### src/rtl/alu_control_fsm_pkg.sv
// Shared opcode, state, flag and instruction-field definitions for the ALU control sequencer.
// Pure definitions: no latency, no flow control.
// Imported by the decoder and the FSM top.
package cpu_pkg;

    localparam int OP_W   = 4;
    localparam int FLAG_W = 5;

    localparam logic [OP_W-1:0] OP_AND = 4'b0001;
    localparam logic [OP_W-1:0] OP_OR  = 4'b0010;
    localparam logic [OP_W-1:0] OP_XOR = 4'b0011;
    localparam logic [OP_W-1:0] OP_ADD = 4'b0101;
    localparam logic [OP_W-1:0] OP_SUB = 4'b1001;
    localparam logic [OP_W-1:0] OP_CMP = 4'b1011;
    localparam logic [OP_W-1:0] OP_MOV = 4'b1101;

    // Flag vector is packed {C,L,F,Z,N}
    localparam int FLAG_C = 4;
    localparam int FLAG_L = 3;
    localparam int FLAG_F = 2;
    localparam int FLAG_Z = 1;
    localparam int FLAG_N = 0;

    localparam int MAJOR_HI = 15;
    localparam int MAJOR_LO = 12;
    localparam int RDEST_HI = 11;
    localparam int RDEST_LO = 8;
    localparam int EXT_HI   = 7;
    localparam int EXT_LO   = 4;
    localparam int RSRC_HI  = 3;
    localparam int RSRC_LO  = 0;
    localparam int IMM_HI   = 7;
    localparam int IMM_LO   = 0;
    localparam int IMM_W    = IMM_HI - IMM_LO + 1;

    typedef enum logic [1:0] {
        IDLE      = 2'd0,
        DECODE    = 2'd1,
        EXECUTE   = 2'd2,
        WRITEBACK = 2'd3
    } state_t;

    function automatic logic op_is_legal(input logic [OP_W-1:0] op);
        case (op)
            OP_AND, OP_OR, OP_XOR, OP_ADD, OP_SUB, OP_CMP, OP_MOV: op_is_legal = 1'b1;
            default:                                               op_is_legal = 1'b0;
        endcase
    endfunction

    // Arithmetic and move immediates are signed; logical immediates are bit masks
    function automatic logic op_imm_signed(input logic [OP_W-1:0] op);
        case (op)
            OP_ADD, OP_SUB, OP_CMP, OP_MOV: op_imm_signed = 1'b1;
            default:                        op_imm_signed = 1'b0;
        endcase
    endfunction

endpackage

### src/rtl/alu_control_fsm_decoder.sv
// Combinational instruction decoder: fields, immediate extension, write-suppress, illegal.
// Latency: zero (pure combinational).
// Backpressure: none; the FSM decides when the outputs are sampled.
module instr_decoder
    import cpu_pkg::*;
#(
    parameter int DATA_W = 16
) (
    input  logic [DATA_W-1:0] instr,
    output logic [OP_W-1:0]   opcode,
    output logic [3:0]        rdest,
    output logic [3:0]        rsrc,
    output logic              imm_sel,
    output logic [DATA_W-1:0] imm_data,
    output logic              wr_suppress,
    output logic              illegal
);

    logic [3:0]       major;
    logic [IMM_W-1:0] imm_raw;

    assign major   = instr[MAJOR_HI:MAJOR_LO];
    assign imm_raw = instr[IMM_HI:IMM_LO];

    always_comb begin
        imm_sel     = (major != 4'b0000);
        opcode      = imm_sel ? major : instr[EXT_HI:EXT_LO];
        rdest       = instr[RDEST_HI:RDEST_LO];
        rsrc        = instr[RSRC_HI:RSRC_LO];
        illegal     = !op_is_legal(opcode);
        wr_suppress = illegal || (opcode == OP_CMP);
        imm_data    = '0;
        if (imm_sel) begin
            if (op_imm_signed(opcode))
                imm_data = {{(DATA_W-IMM_W){imm_raw[IMM_W-1]}}, imm_raw};
            else
                imm_data = {{(DATA_W-IMM_W){1'b0}}, imm_raw};
        end
    end

endmodule

### src/rtl/alu_control_fsm.sv
// ALU control sequencer: IDLE->DECODE->EXECUTE->WRITEBACK, one instruction per 4 cycles.
// Latency: write enable and done appear 3 cycles after the accepting edge; flags latch at end of WRITEBACK.
// Backpressure: instr_ready is high only in IDLE; the producer holds instr_valid/instr until accepted.
module alu_control_fsm
    import cpu_pkg::*;
#(
    parameter int DATA_W = 16,
    parameter int NREG   = 16
) (
    input  logic                      clk,
    input  logic                      reset,
    input  logic [DATA_W-1:0]         instr,
    input  logic                      instr_valid,
    output logic                      instr_ready,
    input  logic [FLAG_W-1:0]         flags_in,
    output logic [OP_W-1:0]           alu_opcode,
    output logic [$clog2(NREG)-1:0]   mux_a_sel,
    output logic [$clog2(NREG)-1:0]   mux_b_sel,
    output logic                      imm_sel,
    output logic [DATA_W-1:0]         imm_data,
    output logic [NREG-1:0]           reg_enable,
    output logic [FLAG_W-1:0]         flags_out,
    output logic                      done,
    output logic                      illegal_op
);

    localparam int SEL_W = $clog2(NREG);

    state_t state_q, state_d;
    logic   accept;

    logic [DATA_W-1:0] instr_q;
    logic              wr_suppress_q;
    logic              illegal_q;

    logic [OP_W-1:0]   dec_opcode;
    logic [3:0]        dec_rdest;
    logic [3:0]        dec_rsrc;
    logic              dec_imm_sel;
    logic [DATA_W-1:0] dec_imm_data;
    logic              dec_wr_suppress;
    logic              dec_illegal;

    instr_decoder #(.DATA_W(DATA_W)) u_decoder (
        .instr       (instr_q),
        .opcode      (dec_opcode),
        .rdest       (dec_rdest),
        .rsrc        (dec_rsrc),
        .imm_sel     (dec_imm_sel),
        .imm_data    (dec_imm_data),
        .wr_suppress (dec_wr_suppress),
        .illegal     (dec_illegal)
    );

    always_ff @(posedge clk or negedge reset) begin
        if (!reset) state_q <= IDLE;
        else        state_q <= state_d;
    end

    always_comb begin
        state_d = state_q;
        accept  = 1'b0;
        case (state_q)
            IDLE: begin
                if (instr_valid && instr_ready) begin
                    accept  = 1'b1;
                    state_d = DECODE;
                end
            end
            DECODE:    state_d = EXECUTE;
            EXECUTE:   state_d = WRITEBACK;
            WRITEBACK: state_d = IDLE;
            default:   state_d = IDLE;
        endcase
    end

    // Ready is registered so it stays low through reset and rises on the first edge after
    always_ff @(posedge clk or negedge reset) begin
        if (!reset) instr_ready <= 1'b0;
        else        instr_ready <= (state_d == IDLE);
    end

    always_ff @(posedge clk or negedge reset) begin
        if (!reset)      instr_q <= '0;
        else if (accept) instr_q <= instr;
    end

    // Selects load once at the end of DECODE and hold until the next instruction decodes
    always_ff @(posedge clk or negedge reset) begin
        if (!reset) begin
            alu_opcode    <= '0;
            mux_a_sel     <= '0;
            mux_b_sel     <= '0;
            imm_sel       <= 1'b0;
            imm_data      <= '0;
            wr_suppress_q <= 1'b0;
            illegal_q     <= 1'b0;
        end else if (state_q == DECODE) begin
            alu_opcode    <= dec_opcode;
            mux_a_sel     <= SEL_W'(dec_rdest);
            mux_b_sel     <= SEL_W'(dec_rsrc);
            imm_sel       <= dec_imm_sel;
            imm_data      <= dec_imm_data;
            wr_suppress_q <= dec_wr_suppress;
            illegal_q     <= dec_illegal;
        end
    end

    // Writeback strobes are high exactly while state_q is WRITEBACK
    always_ff @(posedge clk or negedge reset) begin
        if (!reset) begin
            reg_enable <= '0;
            done       <= 1'b0;
            illegal_op <= 1'b0;
        end else begin
            reg_enable <= '0;
            done       <= 1'b0;
            illegal_op <= 1'b0;
            if (state_q == EXECUTE) begin
                if (!wr_suppress_q)
                    reg_enable <= NREG'(1) << mux_a_sel;
                done       <= 1'b1;
                illegal_op <= illegal_q;
            end
        end
    end

    always_ff @(posedge clk or negedge reset) begin
        if (!reset)
            flags_out <= '0;
        else if (state_q == WRITEBACK && !illegal_q)
            flags_out <= flags_in;
    end

endmodule

### config.mk
export PLATFORM = sky130hd
export DESIGN_NAME = alu_control_fsm
export DESIGN_NICKNAME = d
export VERILOG_FILES = /design/src/rtl/alu_control_fsm_pkg.sv /design/src/rtl/alu_control_fsm_decoder.sv /design/src/rtl/alu_control_fsm.sv
export SDC_FILE = /design/constraint.sdc
export NUM_CORES = 1
export LEC_CHECK = 0
export CAP_MARGIN = 20
export CORE_UTILIZATION = 30
export CTS_CLUSTER_SIZE = 40
export DETAILED_ROUTE_END_ITERATION = 10
export PLACE_DENSITY = 0.62
export SETUP_SLACK_MARGIN = 0.5
export SLEW_MARGIN = 20
export SYNTH_ARGS = -nofsm -noshare
export SYNTH_HDL_FRONTEND = slang
export SYNTH_SLANG_ARGS = --single-unit
### constraint.sdc
create_clock -name clk -period 1.96 [get_ports clk]
set_clock_uncertainty 0.1 [all_clocks]
set_input_delay 0.294 -clock clk [delete_from_list [all_inputs] [get_ports clk]]
set_output_delay 0.294 -clock clk [all_outputs]
set_load 0.1 [all_outputs]
==> flow_summary.ini <==
[detailed_routing]
wl_per_cell_um = 14.73
post_drt_via_cell_ratio = 4.588
drc = 0
wl_um = 5715
firstDrtPassIters = 4
vias = 1780
drtAntennaViolNets = 0
drt_iter0_markers = 65

[clock_tree]
cts_buffers = 9
h-tree-depth = 3
cts_tree = yes
clock_sink_count = 66
clkLatencyLatePin_ps = 340
clk_path_buf_depth = 2
cts_root_buffer = clkbuf_8
clkTransAtPathRegs_ps = 70

[floorplanning]
die_area_sq_um = 8910
die_h_um = 94.40
initial_core_util_pct = 31.02
num_io_pins = 77
rows = 33
die_x_um = 94.40
coreArea_sq_um = 8258

[worst_setup_path]
cp-startpoint = imm_data[14]
rr_worst_depth = 5
r2r_setup_slack_ps = 450
path_buf_inv = 2
endpoint_kind = primary output
slowest_delay_ps = 500
crit_required_ps = 1570
crit_end = imm_data[15]
r2r_start = state_q[0]
cp.depth = 2
reg2reg_to = instr_q[6]
slowest_stage = dfrtp_4
path_cells = buf_6, buf_12
path_max_fanout = 4
cp.arrival_ps = 1150
crit_type = reg2out
cp-start-kind = flop
crit_family = flip-flops

[finish]
area_growth_pct = 59.50
drive_gt1_share_pct = 52.30
n_antenna_cell = 0
nets = 306
layout_common_cells = dfrtp_1, buf_4, clkdlybuf4s50_1
final_common_cell = dfrtp_1

[placement]
numPortBuffers = 76
dp_hpwl_um = 3570
gp_congestion = 0.7112

[run_status]
outcome = finished clean

[synthesis]
ys_ff_latch = 66
ys_types = 35
yosys_warnings = 0
netlist_area_sq_um = 2561
synth-seq-area-share_pct = 64.48
syn_inst = 188
syn-num-nets = 216
ys.flop_type = dfrtp_1
ys_async_sr_fraction_pct = 100.0
syn_area_per_cell_sq_um = 13.62
synth_edf_count = 0

[timing]
hold_viol_final = 0
min_period_ps = 1545
period_share_pct = 78.84
drv_slew = 0
fin_tns_setup_ps = 0
tightest_slew_ps = 355.2
fmax_mhz = 647.2
max_slew_margin_pct = 76.32
rsz0062_at_grt = yes
setup_viol = 0

[grt]
grt_util_all_layers_pct = 12.94
grt-ovfl-total = 0
grt_max_degree = 67
antenna_found_initial = 0
grt_pass1_wl_um = 8466
grt_pass1_vias = 1666

[hold_path]
hp-class = in2async

[job]
cap_violations = 0
[state kept, by name, summed over array words and instances (netlist names)]
name and flops:
alu_opcode 4, done 1, flags_out 5, illegal_op 1, illegal_q 1, imm_data 9, imm_sel 1, instr_q 16
instr_ready 1, mux_a_sel 4, mux_b_sel 4, reg_enable 16, state_q 2, wr_suppress_q 1
[per-stage QoR]
| stage | util [%] | std cells | hold WS, ps | instance area [sq um] | worst slack, ps |
|---|---|---|---|---|---|
| after global placement | 42.00 | 359 | 238.8 | 3468 | 252.3 |
| final | 49.47 | 388 | 393.8 | 4085 | 414.8 |
| after detailed placement | 42.00 | 359 | 244.3 | 3468 | 225.5 |
| after CTS | 47.23 | 384 | 405.5 | 3900 | 399.7 |
| after global routing | 49.47 | 388 | 417.5 | 4085 | 378.7 |
| after floorplan | - | 188 | -101.6 | 2624 | 457.6 |
[layout make-up]
class	instances	area [sq um]
clock buffers	10	137.6
clock inverters	6	136.4
fillers	745	4173
inverters	5	22.52
multi-input cells	105	1002
flip-flops and latches	66	1669
well taps	105	131.4
repair buffers	91	985.9
[routing by layer]
layer  vias to the layer above  share of wire [%]  GRT usage (%)
met5                         -                  0              0
met4                         0               0.89          4.231
met3                         6                6.2          5.395
met2                        58                 50          20.59
met1                       878                 43          15.87
li1                        838                  -              -
[Yosys cell counts (2+ instances only)]
| library cell | n | area, sq um |
|---|---|---|
| nand2b_1 | 2 | 12.51 |
| inv_1 | 5 | 18.77 |
| nand2_1 | 7 | 26.28 |
| nor2_1 | 15 | 56.30 |
| a22o_1 | 8 | 70.07 |
| mux2_2 | 30 | 337.8 |
| ha_1 | 4 | 50.05 |
| buf_4 | 7 | 52.55 |
| nor4_1 | 2 | 12.51 |
| dfrtp_1 | 66 | 1652 |
| nor3_1 | 10 | 50.05 |
| buf_2 | 3 | 15.01 |
| clkbuf_1 | 2 | 7.510 |
| a21oi_1 | 6 | 30.03 |
[worst register-to-register path, delay by kind of cell, from the launching register on]
kind,cells,cell delay (ps)
flip-flops,1,420
AND/OR/NAND/NOR,1,100
multiplexers,1,290
buffers and inverters,2,320
adder cells (fa/ha/maj),1,160
[worst min path at each step]
stage	endpoint	slack (ps)
2_1_floorplan	alu_opcode[0]	-100
3_3_place_gp	flags_out[1]	240
3_5_place_dp	flags_out[3]	240
4_1_cts	flags_out[2]	410
5_1_grt	imm_sel	420
6_report	flags_out[1]	390
[timing repair]
| action | 4_1_cts | 5_1_grt |
|---|---|---|
| pin swaps | 1 | 4 |
| hold buffers | 1 | 0 |
| resized for setup | 14 | 29 |
| setup endpoints to repair | 56 | 60 |
| hold endpoints to repair | 66 | 0 |
| buffers inserted | 7 | 2 |
| cloned | 1 | 2 |
[cells by family (layout without fill, tap and decap cells)]
logic type	count (synthesis)	after routing	synth area share, %
AO/OA/AOI/OAI	24	25	6.986
flip-flops	66	66	64.48
adder cells (fa/ha/maj)	4	4	1.954
multiplexers	31	31	13.58
buffers and inverters	18	112	4.104
AND/OR/NAND/NOR	45	45	8.892
Power is left out: the tool's default activity adds up to more than one toggle a clock period on the data nets, which glitch-free logic cannot reach.
